--- src/rtl/t03_vtg_pkg.sv ---
`default_nettype none
// ============================================================================
// Module      : t03_vtg_pkg
// Description : Shared types and helpers for the t03 video timing generator.
//               vtg_region_e names the four regions of one raster axis in
//               scan order. region_of() classifies a counter value against
//               the active / front-porch / sync widths of that axis.
// Revision    : 1.0 - initial release
// ============================================================================
package t03_vtg_pkg;

   // Scan order along either axis: visible pixels, front porch, sync pulse,
   // back porch. Anything past the sync window (including out-of-range
   // counts) classifies as BACK, so it never asserts sync or active.
   typedef enum logic [1:0] {
      ACTIVE = 2'd0,
      FRONT  = 2'd1,
      SYNC   = 2'd2,
      BACK   = 2'd3
   } vtg_region_e;

   // Arguments are zero-extended to 32 bits by the caller, so the region
   // boundaries are plain unsigned compares.
   function automatic vtg_region_e region_of(
      input logic [31:0] cnt,
      input logic [31:0] act,
      input logic [31:0] fp,
      input logic [31:0] sync
   );
      logic [31:0] w_fp_end;
      logic [31:0] w_sync_end;
      vtg_region_e w_region;
      w_fp_end   = act + fp;
      w_sync_end = w_fp_end + sync;
      if (cnt < act) begin
         w_region = ACTIVE;
      end else if (cnt < w_fp_end) begin
         w_region = FRONT;
      end else if (cnt < w_sync_end) begin
         w_region = SYNC;
      end else begin
         w_region = BACK;
      end
      return w_region;
   endfunction

endpackage : t03_vtg_pkg
`default_nettype wire

--- src/rtl/t03_vtg_axis_counter.sv ---
`default_nettype none
// ============================================================================
// Module      : t03_vtg_axis_counter
// Description : One raster axis counter. Counts 0..TOTAL-1 on each step and
//               wraps to 0. A count above TOTAL-1 (only reachable through a
//               state upset) is forced back to 0 on the next clock whether
//               or not step is high.
// Ports       : clk   in   system clock
//               rst   in   synchronous active-high reset
//               step  in   advance request for this axis
//               cnt   out  [CNT_W-1:0] current count
//               tc    out  step && cnt==TOTAL-1 (terminal count this clock)
// Revision    : 1.0 - initial release
// ============================================================================
module t03_vtg_axis_counter #(
   parameter int CNT_W = 11,
   parameter int TOTAL = 1040
) (
   input  logic             clk,
   input  logic             rst,
   input  logic             step,
   output logic [CNT_W-1:0] cnt,
   output logic             tc
);

   localparam logic [CNT_W-1:0] c_LAST = CNT_W'(TOTAL - 1);

   logic [CNT_W-1:0] r_cnt;
   logic             w_at_last;
   logic             w_out_of_range;

   assign w_at_last      = (r_cnt == c_LAST);
   // Comparing against the last legal value rather than TOTAL keeps this
   // correct even when TOTAL equals 2**CNT_W.
   assign w_out_of_range = (r_cnt > c_LAST);

   always_ff @(posedge clk) begin
      if (rst) begin
         r_cnt <= '0;
      end else if (w_out_of_range) begin
         r_cnt <= '0;
      end else if (step) begin
         r_cnt <= w_at_last ? '0 : r_cnt + 1'b1;
      end
   end

   assign cnt = r_cnt;
   assign tc  = step && w_at_last;

endmodule : t03_vtg_axis_counter
`default_nettype wire

--- src/rtl/t03_video_timing_gen.sv ---
`default_nettype none
// ============================================================================
// Module      : t03_video_timing_gen
// Description : Parametrised raster timing generator. A horizontal counter
//               steps on en, a vertical counter steps on the horizontal
//               line-end strobe. Sync, blank and strobe outputs decode
//               combinationally from the counters and en with no latency.
//               Out-of-range counters recover to 0 on the next clock and
//               suppress all strobes while out of range.
// Build option: define T03_VTG_FRAME_CNT_EN to add the frame_cnt output and
//               its completed-frame counter (FRAME_W bits, wraps).
// Ports       : clk          in   system clock
//               rst          in   synchronous active-high reset
//               en           in   pixel enable
//               hcnt         out  [CNT_W-1:0] pixel column
//               vcnt         out  [CNT_W-1:0] line
//               hsync        out  horizontal sync, level HSYNC_POL in sync
//               vsync        out  vertical sync, level VSYNC_POL in sync
//               active       out  visible-area flag
//               h_tc         out  line-end strobe
//               line_start   out  line-start strobe
//               frame_start  out  frame-start strobe
//               frame_cnt    out  [FRAME_W-1:0] completed frames (option)
// Revision    : 1.0 - initial release
// ============================================================================
module t03_video_timing_gen
   import t03_vtg_pkg::*;
#(
   parameter int CNT_W     = 11,
   parameter int H_ACTIVE  = 800,
   parameter int H_FP      = 56,
   parameter int H_SYNC    = 120,
   parameter int H_BP      = 64,
   parameter int V_ACTIVE  = 600,
   parameter int V_FP      = 37,
   parameter int V_SYNC    = 6,
   parameter int V_BP      = 23,
   parameter bit HSYNC_POL = 1'b1,
   parameter bit VSYNC_POL = 1'b1,
   parameter int FRAME_W   = 8
) (
   input  logic               clk,
   input  logic               rst,
   input  logic               en,
   output logic [CNT_W-1:0]   hcnt,
   output logic [CNT_W-1:0]   vcnt,
   output logic               hsync,
   output logic               vsync,
   output logic               active,
   output logic               h_tc,
   output logic               line_start,
   output logic               frame_start
`ifdef T03_VTG_FRAME_CNT_EN
   ,
   output logic [FRAME_W-1:0] frame_cnt
`endif
);

   // ------------------------------------------------------------------
   // Geometry constants
   // ------------------------------------------------------------------
   localparam int c_H_TOTAL   = H_ACTIVE + H_FP + H_SYNC + H_BP;
   localparam int c_V_TOTAL   = V_ACTIVE + V_FP + V_SYNC + V_BP;
   localparam int c_MAX_TOTAL = (c_H_TOTAL > c_V_TOTAL) ? c_H_TOTAL : c_V_TOTAL;

   localparam logic [CNT_W-1:0] c_H_ACT  = CNT_W'(H_ACTIVE);
   localparam logic [CNT_W-1:0] c_H_FP   = CNT_W'(H_FP);
   localparam logic [CNT_W-1:0] c_H_SYN  = CNT_W'(H_SYNC);
   localparam logic [CNT_W-1:0] c_H_LAST = CNT_W'(c_H_TOTAL - 1);
   localparam logic [CNT_W-1:0] c_V_ACT  = CNT_W'(V_ACTIVE);
   localparam logic [CNT_W-1:0] c_V_FP   = CNT_W'(V_FP);
   localparam logic [CNT_W-1:0] c_V_SYN  = CNT_W'(V_SYNC);
   localparam logic [CNT_W-1:0] c_V_LAST = CNT_W'(c_V_TOTAL - 1);

   // ------------------------------------------------------------------
   // Elaboration-time parameter checks
   // ------------------------------------------------------------------
   if ((H_ACTIVE < 1) || (H_FP < 1) || (H_SYNC < 1) || (H_BP < 1) ||
       (V_ACTIVE < 1) || (V_FP < 1) || (V_SYNC < 1) || (V_BP < 1)) begin : g_chk_timing
      $error("t03_video_timing_gen: every timing parameter must be >= 1");
   end

   if ((64'd1 << CNT_W) < 64'(c_MAX_TOTAL)) begin : g_chk_width
      $error("t03_video_timing_gen: CNT_W too narrow for H_TOTAL/V_TOTAL");
   end

   // ------------------------------------------------------------------
   // Axis counters
   // ------------------------------------------------------------------
   logic [CNT_W-1:0] w_hcnt;
   logic [CNT_W-1:0] w_vcnt;
   logic             w_h_wrap;
   logic             w_v_wrap;
   logic             w_h_tc;
   logic             w_h_in;
   logic             w_v_in;
   logic             w_both_in;

   assign w_h_in    = (w_hcnt <= c_H_LAST);
   assign w_v_in    = (w_vcnt <= c_V_LAST);
   assign w_both_in = w_h_in && w_v_in;

   t03_vtg_axis_counter #(
      .CNT_W (CNT_W),
      .TOTAL (c_H_TOTAL)
   ) u_h (
      .clk  (clk),
      .rst  (rst),
      .step (en),
      .cnt  (w_hcnt),
      .tc   (w_h_wrap)
   );

   // The raw wrap already implies hcnt is in range; gating with the
   // vertical range keeps the line-end strobe quiet while vcnt recovers.
   assign w_h_tc = w_h_wrap && w_v_in;

   t03_vtg_axis_counter #(
      .CNT_W (CNT_W),
      .TOTAL (c_V_TOTAL)
   ) u_v (
      .clk  (clk),
      .rst  (rst),
      .step (w_h_tc),
      .cnt  (w_vcnt),
      .tc   (w_v_wrap)
   );

   // ------------------------------------------------------------------
   // Region decode
   // ------------------------------------------------------------------
   vtg_region_e w_h_region;
   vtg_region_e w_v_region;

   assign w_h_region = region_of(32'(w_hcnt), 32'(c_H_ACT), 32'(c_H_FP), 32'(c_H_SYN));
   assign w_v_region = region_of(32'(w_vcnt), 32'(c_V_ACT), 32'(c_V_FP), 32'(c_V_SYN));

   // vsync needs no special alignment: vcnt itself only moves on the clock
   // where hcnt wraps to 0, so the decode follows the line boundary.
   assign hsync  = (w_h_region == SYNC) ? HSYNC_POL : ~HSYNC_POL;
   assign vsync  = (w_v_region == SYNC) ? VSYNC_POL : ~VSYNC_POL;
   assign active = (w_h_region == ACTIVE) && (w_v_region == ACTIVE);

   assign hcnt        = w_hcnt;
   assign vcnt        = w_vcnt;
   assign h_tc        = w_h_tc;
   assign line_start  = en && w_both_in && (w_hcnt == '0);
   assign frame_start = en && w_both_in && (w_hcnt == '0) && (w_vcnt == '0);

   // ------------------------------------------------------------------
   // Completed-frame counter (build option)
   // ------------------------------------------------------------------
`ifdef T03_VTG_FRAME_CNT_EN
   logic [FRAME_W-1:0] r_frame_cnt;

   // w_v_wrap is h_tc on the last line: the clock where vcnt returns to 0.
   always_ff @(posedge clk) begin
      if (rst) begin
         r_frame_cnt <= '0;
      end else if (w_v_wrap) begin
         r_frame_cnt <= r_frame_cnt + 1'b1;
      end
   end

   assign frame_cnt = r_frame_cnt;
`else
   // Without the frame counter the vertical terminal count and FRAME_W
   // have no consumer.
   localparam int c_unused_FRAME_W = FRAME_W;
   logic w_unused_v_wrap;
   assign w_unused_v_wrap = w_v_wrap;
`endif

endmodule : t03_video_timing_gen
`default_nettype wire

--- config.mk ---
export PLATFORM = sky130hd
export DESIGN_NAME = t03_video_timing_gen
export DESIGN_NICKNAME = d
export VERILOG_FILES = /design/src/rtl/t03_vtg_pkg.sv /design/src/rtl/t03_vtg_axis_counter.sv /design/src/rtl/t03_video_timing_gen.sv
export SDC_FILE = /design/constraint.sdc
export NUM_CORES = 1
export LEC_CHECK = 0
export BUFFER_PORTS_ARGS = -buffer_cell sky130_fd_sc_hd__clkbuf_2
export CAP_MARGIN = 20
export CORE_UTILIZATION = 40
export CTS_CLUSTER_SIZE = 40
export DETAILED_ROUTE_END_ITERATION = 10
export SLEW_MARGIN = 40
export SYNTH_ARGS = -nofsm -noshare
export SYNTH_HDL_FRONTEND = slang
export SYNTH_SLANG_ARGS = --single-unit
--- constraint.sdc ---
create_clock -name clk -period 2.3 [get_ports clk]
set_input_delay 0.345 -clock clk [delete_from_list [all_inputs] [get_ports clk]]
set_output_delay 0.345 -clock clk [all_outputs]
set_load 0.03 [all_outputs]
# Yosys cells after proc, flatten, opt, wreduce, memory -nomap -nowiden
# Index checks and enable logic that the tools add are counted.
# word_totals
register_bits,22
elab_cells,41
inputBits,3
output_inout_bits,28
# op_classes
order_cmp,10
mux,10
n_reduce_logical,13
addsub,2
eq_ne,4
# op_table
operator,count
< comparator 11 x 10 -> 1 bit (second input constant),6
adder 11 x 1 -> 11 bit (second input constant),2
zero test 11 bit,2
2-to-1 mux 11 bit,2
== test 11 x 10 -> 1 bit (second input constant),1
== test 11 bit (second input constant),1
> comparator 11 x 10 -> 1 bit (second input constant),1
> comparator 11 bit (second input constant),1
<= comparator 11 x 10 -> 1 bit (second input constant),1
<= comparator 11 bit (second input constant),1
2-to-1 mux 2 bit,4
logical AND 1 bit,7
== test 2 bit (second input constant),2
zero test 2 bit,2
2-to-1 mux 1 bit,4
OR reduction 2 bit,2

# Longest topological paths before layout
# Gate-level depths: netlist of run 1.
# logic_depth
ltp_word,6
ltp_mapped,9
mapped_depth_nobuf,7

# By module
# Synthesis of run 1 repeated with hierarchy kept, for this count alone.
# hier_totals
hier_cells,157
hier_area_um2,1352.5
# modules_own_cells
module,seq_area_each_um2,area_each_um2,n_inst,cells_each
t03_vtg_axis_counter at u_v,220.2,590.6,1,63
t03_vtg_axis_counter at u_h,220.2,533.0,1,60
t03_video_timing_gen,0.0,229.0,1,34

# Least setup slack after synthesis of run 1
# Ideal clock, no wire load.
# synth_path
kind,register to output
start,reg u_v.r_cnt[0] (netlist: u_v.cnt[0])
end,out frame_start
path_buffers,1
setup_slack_ps,-600
stages_incl_launch_ff,8
t_arrival_ps,2555
t_required_ps,1955
cell_sequence,dfxtp_1 -> ha_1 -> and3_2 -> and3_2 -> buf_6 -> a21oi_1 -> nor3_1 -> and4_1
# synth_via
elab_chain_cells,5
word_cells_on_any_way,6
cone_classes,order compare: 1; reduce/logical: 5
# synth_rtl
item,line_no,rtl
"start, declared",t03_vtg_axis_counter.sv:28,logic [CNT_W-1:0] r_cnt;
"start signal, assigned",t03_vtg_axis_counter.sv:43,r_cnt <= w_at_last ? '0 : r_cnt + 1'b1;
<= comparator 11 x 10 -> 1 bit,t03_video_timing_gen.sv:100,assign w_v_in = (w_vcnt <= c_V_LAST);
logical AND 1 bit,t03_video_timing_gen.sv:101,assign w_both_in = w_h_in && w_v_in;
logical AND 1 bit (2 in a row),-,
named net line_start,t03_video_timing_gen.sv:51,"output logic line_start,"
logical AND 1 bit,t03_video_timing_gen.sv:148,assign frame_start = en && w_both_in && (w_hcnt == '0) && (w_vcnt == '0);
"end, declared",t03_video_timing_gen.sv:52,output logic frame_start
# The timed path passes the listed nets, and every way through them passes these cells.

# Worst setup path after layout of run 1
# layout_path
start,reg u_v.r_cnt[0] (netlist: u_v.cnt[0])
end,out frame_start
# layout_via
elab_chain_cells,5
word_cells_on_any_way,6
cone_classes,order compare: 1; reduce/logical: 5
# layout_rtl
item,line_no
<= comparator 11 x 10 -> 1 bit,t03_video_timing_gen.sv:100
logical AND 1 bit,t03_video_timing_gen.sv:101
logical AND 1 bit (2 in a row),t03_video_timing_gen.sv:148
logical AND 1 bit (*),t03_video_timing_gen.sv:148
# Mark *: on every way between the ends. The rest lies on a longest branch, timed or not.

==> reports/metrics.cfg, run 1 <==
[timing]
fin_skew_ns = 0.00117
min_period_ns = 2.28
worst_slack_ns = 0.0179
drv_slew = 0
max_clock_freq_ghz = 0.438
rsz0062_at_grt = true
setup-violations-final = 0
hold_violations = 0
finalHoldWorstSlack_ns = 0.351
fin_crit_sh_pct = 99.2
tns_ns = 0

[cts]
cts_root_buffer = clkbuf_4
cts_tree = done
cts_sinks = 22
clockBufferDepth = 2
cts.reportedPaths.clkPinSlew_ns = 0.12
clock_latency_ns = 0.30
htree_num_levels = 1
hold_buffers = 0
cts_made_buffers = 3

[min_path]
hold_depth = 3
min_to = u_h.cnt[0]$_SDFFE_PP0P_
hold_path_class = in2reg
min-delay-start = rst

[power]
power.total_mw = 0.649
cellPowerDensity_mw_per_mm2 = 385
leakagePower_nw = 0.687
ir_drop_mv = 0.185

[finish]
fillers = 311
post-route-util_pct = 53.5
final_cells = 242
nets = 207
num_antenna_cells = 0
multi_input_area_um2 = 888
ff_latch_area_um2 = 455
drive_gt1_share_pct = 34.3
syn_to_final_growth_pct = 22.2
final_area_mm2 = 0.00169

[logic_synthesis]
netlist_area_mm2 = 0.00138
ys_top_cells_by_area = dfxtp_1, a21oi_1, nor2_1
netlist_top_cells_count = dfxtp_1, a21oi_1, nor2_1
ys_dominant_reg_cell = dfxtp_1
async_flop_share_pct = 0
post_synth_num_cell_types = 45
synth_edf_count = 0
synth_top_cell_by_area = dfxtp_1
syn_nets = 175
yosysTopAreaCellShare_pct = 31.9
yosysMostFrequentCell = dfxtp_1
ys_seq_area_share_pct = 31.9
avgSynthCellArea_um2 = 8.26
synth_cells = 167
ys_ff_latch = 22
yosys_warnings = 0

[worst_setup_path]
worst-path-buf-inv = 1
endpoint_kind = output pin
reg2reg_from = u_v.cnt[1]$_SDFFE_PP0P_
rr_worst_depth = 8
crit_family = compound AO/OA/AOI/OAI gates
r2r_slack_ns = 0.24
crit_type = reg2out
crit-reg2reg-capture = u_v.cnt[8]$_SDFFE_PP0P_
cp_cell_sequence = o311a_4 -> o31ai_4 -> a21oi_4 -> nor3_2 -> and4_1 -> buf_6
critPathArrivalTime_ns = 1.94
cp_slowest_cell = dfxtp_4
required_ns = 1.96
startpoint_type = flop
worstPathMaxFanout = 6
cp-startpoint = u_v.cnt[0]$_SDFFE_PP0P_
slowest_delay_ns = 0.38

[die]
core_mm2 = 0.00315
ios = 31
fp.dieW_um = 60.7
die_h_um = 60.7
die-area_mm2 = 0.00369
initial_core_util_pct = 43.7
rows = 20

[placed_design]
gp_congestion = 0.931
dpl_worst_slack_ns = 0.189
portBuffers = 30
place_inst = 236
placed_area_mm2 = 0.00156
dp_hpwl_um = 2360

[detailed_routing]
vias_per_cell = 5.46
avgRoutedWirePerCell_um = 13.7
route.detailed.drc = 0
drt_pass1_iterations = 4
vias = 1322
first_iter_violations = 91
ant_nets = 0
wl_um = 3310

[run]
maxCapViolCount = 0

[global_route]
antenna_found_initial = 0
grt_max_degree = 13
grt_pass1_vias = 1143
grt_pass1_wl_um = 5180
grt_remaining_overflow = 0
gr-usage-all-layers_pct = 18.7

[status]
status = finished clean

[per-layer routing]
metal	routed length (um)	vias to the layer above	track usage, %
met5	0	-	0
met4	52	0	7.14
met3	175	6	3.20
met2	1500	43	28.1
met1	1580	609	26.8
li1	-	664	-
[sequential cells by signal (all words and copies together), names as in the netlist]
signal   count
u_h.cnt     11
u_v.cnt     11
[worst max path at each step]
stage | end | slack, ns | cells past startpoint
2_1_floorplan | frame_start | -0.30 | 7
3_3_place_gp | frame_start | 0.26 | 8
3_5_place_dp | frame_start | 0.19 | 8
4_1_cts | frame_start | -0.005 | 6
5_1_grt | frame_start | -0.07 | 6
6_report | frame_start | 0.02 | 6
[tightest hold or removal path, delay by kind of cell]
family	cells	cell delay, ns
buffers and inverters	1	0.11
AOI/OAI and AO/OA	1	0.05
and+or+nand+nor	1	0.12
[timing repair]
item / CTS / global route
endpoints found under the setup margin: 3 / 4
setup buffers: 0 / 2
resized for setup: 7 / 19
pin swaps: 0 / 4
[final cells by class]
type                            count  share of cell area (%)
Multi-Input combinational cell    128                    52.7
Tap cell                           44                    3.27
Sequential cell                    22                    27.0
Inverter                            5                    1.11
Timing Repair Buffer               39                    13.7
Clock buffer                        4                    2.15
[logic make-up (layout without fill, tap and decap cells)]
kind of cell               count (synthesis)  count (layout)  share of synthesized area [%]
DFF                                       22              22                           31.9
buffers and inverters                     17              48                           7.80
other                                      1               1                          0.272
AOI/OAI and AO/OA                         41              41                           17.3
muxes                                      1               1                          0.726
xor gates and xnor gates                   8               8                           5.08
and+or+nand+nor                           72              72                           32.3
adders and majority gates                  5               5                           4.54
[cells in the final DEF (no fill, tap or decap), drive strengths merged]
master and instances:
clkbuf 31, dfxtp 22, a21oi 19, nor2 17
o21ai 11, buf 11, nor3 8, nand2 6
nand4 6, and3 6, inv 5, xnor2 5
and2 5, ha 5, nand3 4, or3 4
xor2 3, and4 3, or2 2, a31oi 2
nand4b 2, and2b 2, o31ai 2, nor3b 2
o311a 1, and4bb 1, a21o 1, a211o 1
nor4 1, a32oi 1, nor4b 1, mux2i 1
a41oi 1, or4b 1, nand2b 1, a22oi 1
o22ai 1, dlymetal6s2s 1, conb 1
[report_power, final]
group	switching (mW)	internal, mW
clock	0.111	0.0964
combinational	0.0353	0.0198
sequential	0.00425	0.383
No activity file was read; power rests on OpenSTA's default activity.
==> run 2, diff against run 1 <==
--- a/config.mk
+++ b/config.mk
@@ -7,9 +7,12 @@
 export LEC_CHECK = 0
 export BUFFER_PORTS_ARGS = -buffer_cell sky130_fd_sc_hd__clkbuf_2
 export CAP_MARGIN = 20
-export CORE_UTILIZATION = 40
+export CELL_PAD_IN_SITES_DETAIL_PLACEMENT = 1
+export CELL_PAD_IN_SITES_GLOBAL_PLACEMENT = 2
+export CORE_UTILIZATION = 31
 export CTS_CLUSTER_SIZE = 40
 export DETAILED_ROUTE_END_ITERATION = 10
+export PLACE_DENSITY_LB_ADDON = 0.1
 export SLEW_MARGIN = 40
 export SYNTH_ARGS = -nofsm -noshare
 export SYNTH_HDL_FRONTEND = slang
==> constraint.sdc (replaced) <==
create_clock -name clk -period 2.3 [get_ports clk]
set_input_delay 0.345 -clock clk [delete_from_list [all_inputs] [get_ports clk]]
set_output_delay 0.345 -clock clk [all_outputs]
set_load 0.05 [all_outputs]
==> run 2 against run 1 <==
Effect of this change:
- the run now ends with negative setup slack left
- critical path type unchanged
- hold slack better by 0.050 ns
- via count is 3.3% higher
- register-to-register slack worse by 0.06 ns
==> reports/metrics.cfg, run 2 (synthesis results as in run 1) <==
[die]
core_mm2 = 0.00414  ; was 0.00315 mm2
die_h_um = 68.7  ; was 60.7 um
die-area_mm2 = 0.00472  ; was 0.00369 mm2
ios = 31  ; unchanged
fp.dieW_um = 68.7  ; was 60.7 um
initial_core_util_pct = 33.3  ; was 43.7%
rows = 23  ; was 20

[finish]
mostFrequentLayoutCell = clkbuf_2  ; unchanged
multi_input_area_um2 = 918  ; was 888 um2
num_antenna_cells = 0  ; unchanged
drive_gt1_share_pct = 39.2  ; was 34.3%
final_cell_mix = clkbuf_2, a21oi_1, nor2_1  ; unchanged
fillers = 525  ; was 311
nets = 213  ; was 207
ff_latch_area_um2 = 459  ; was 455 um2
final_cells = 254  ; was 242
syn_to_final_growth_pct = 29.9  ; was 22.2%

[global_route]
grt_pass1_vias = 1295  ; was 1143
antenna_found_initial = 0  ; unchanged
gr-usage-all-layers_pct = 18.2  ; was 18.7%
grt_remaining_overflow = 0  ; unchanged
grt_pass1_wl_um = 6420  ; was 5180 um
grt_max_degree = 16  ; was 13

[detailed_routing]
avgRoutedWirePerCell_um = 15.9  ; was 13.7 um
ant_nets = 0  ; unchanged
vias_per_cell = 5.38  ; was 5.46
drt_pass1_iterations = 3  ; was 4
first_iter_violations = 29  ; was 91
route.detailed.drc = 0  ; unchanged
vias = 1366  ; was 1322
wl_um = 4040  ; was 3310 um

[worst_setup_path]
startpoint_type = flop  ; unchanged
required_ns = 1.96  ; about the same
crit-reg2reg-capture = u_v.cnt[7]$_SDFFE_PP0P_  ; was u_v.cnt[8]$_SDFFE_PP0P_
reg2reg_from = u_h.cnt[0]$_SDFFE_PP0P_  ; was u_v.cnt[1]$_SDFFE_PP0P_
r2r_slack_ns = 0.18  ; was 0.24 ns
endpoint_kind = output pin  ; unchanged
slowest_delay_ns = 0.39  ; was 0.38 ns
cp_cell_sequence = o311a_4 -> o31ai_4 -> a21oi_4 -> nor3_4 -> and4_4 -> buf_8  ; was o311a_4 -> o31ai_4 -> a21oi_4 -> nor3_2 -> and4_1 -> buf_6
rr_worst_depth = 6  ; was 8
critPathArrivalTime_ns = 1.96  ; was 1.94 ns
cp_slowest_cell = o311a_4  ; was dfxtp_4
worstPathMaxFanout = 4  ; was 6
crit_type = reg2out  ; unchanged

[timing]
rsz0062_at_grt = true  ; unchanged
max_clock_freq_ghz = 0.433  ; was 0.438 GHz
finalHoldWorstSlack_ns = 0.400  ; was 0.351 ns
tns_ns = -0.00713  ; was 0 ns
drv_slew = 0  ; unchanged
fin_skew_ns = 0.00421  ; was 0.00117 ns
setup-violations-final = 1  ; was 0
worst_slack_ns = -0.00713  ; was 0.0179 ns
fin_crit_sh_pct = 100  ; was 99.2%
min_period_ns = 2.31  ; was 2.28 ns
hold_violations = 0  ; unchanged

[cts]
cts.reportedPaths.clkPinSlew_ns = 0.09  ; was 0.12 ns
htree_num_levels = 1  ; unchanged
cts_root_buffer = clkbuf_8  ; was clkbuf_4
cts_sinks = 22  ; unchanged
cts_tree = done  ; unchanged
clockBufferDepth = 2  ; unchanged
clock_latency_ns = 0.27  ; was 0.30 ns
cts_made_buffers = 3  ; unchanged
hold_buffers = 0  ; unchanged

[power]
ir_drop_mv = 0.198  ; was 0.185 mV
cellPowerDensity_mw_per_mm2 = 414  ; was 385 mW/mm2
power.total_mw = 0.743  ; was 0.649 mW
leakagePower_nw = 0.712  ; was 0.687 nW

[placed_design]
place_inst = 245  ; was 236
portBuffers = 30  ; unchanged
dpl_worst_slack_ns = 0.0571  ; was 0.189 ns
gp_congestion = 0.755  ; was 0.931
dp_hpwl_um = 2920  ; was 2360 um

[min_path]
hold_depth = 3  ; unchanged
hold_path_class = in2reg  ; unchanged
min_to = u_h.cnt[1]$_SDFFE_PP0P_  ; was u_h.cnt[0]$_SDFFE_PP0P_
min-delay-start = rst  ; unchanged

[status]
status = finished with violations  ; was finished clean
violations = negative setup slack

[run]
maxCapViolCount = 0  ; unchanged

==> run 2: worst max path at each step <==
| stage | startpoint | end | slack (ns) | depth (start not counted) |
|---|---|---|---|---|
| floorplan | u_v.cnt[7]$_SDFFE_PP0P_ | frame_start | -0.20 | 6 |
| global placement | u_h.cnt[1]$_SDFFE_PP0P_ | u_v.cnt[8]$_SDFFE_PP0P_ | 0.10 | 6 |
| detailed placement | u_h.cnt[1]$_SDFFE_PP0P_ | u_v.cnt[8]$_SDFFE_PP0P_ | 0.06 | 6 |
| CTS | u_v.cnt[0]$_SDFFE_PP0P_ | frame_start | -0.02 | 7 |
| global route | u_v.cnt[0]$_SDFFE_PP0P_ | frame_start | -0.09 | 6 |
| finish | u_v.cnt[0]$_SDFFE_PP0P_ | frame_start | -0.007 | 6 |
==> run 2: power breakdown <==
group	switching (mW)	total (mW)	internal [mW]
Sequential	0.00416	0.385	0.381
Clock	0.136	0.288	0.153
Combinational	0.0485	0.0693	0.0208
==> run 2: final cells by class <==
class | count | share of cell area [%]
inverters | 5 | 1.05
well taps | 50 | 3.49
repair buffers | 45 | 15.5
clock buffers | 4 | 3.07
flip-flops and latches | 22 | 25.6
multi-input cells | 128 | 51.3
==> run 2: timing repair <==
action / 4_1_cts / 5_1_grt
endpoints found under the setup margin: 3 / 8
gates resized for setup: 5 / 15
pin swaps: 0 / 4
buffers inserted: 0 / 6
==> run 2: critical path: cells and delay by family, from the launching register on <==
| kind | cells | cell delay (ns) |
|---|---|---|
| simple gates | 2 | 0.43 |
| buf+inv | 1 | 0.14 |
| compound gates | 3 | 0.75 |
| flops | 1 | 0.37 |
==> run 2: routing by layer <==
metal	part of all wire [%]	track usage (%)	up-vias
met5	0	0	-
met4	1.2	3.83	0
met3	2.4	2.96	6
met2	50	32.7	23
met1	46	22.7	665
li1	-	-	672
==> run 2: through the flow <==
stage / instance area [um2] / util (%)
2_1_floorplan: 1430 / -
3_3_place_gp: 1630 / 39.3
3_5_place_dp: 1630 / 39.3
4_1_cts: 1700 / 41.0
5_1_grt: 1790 / 43.2
6_report: 1790 / 43.2
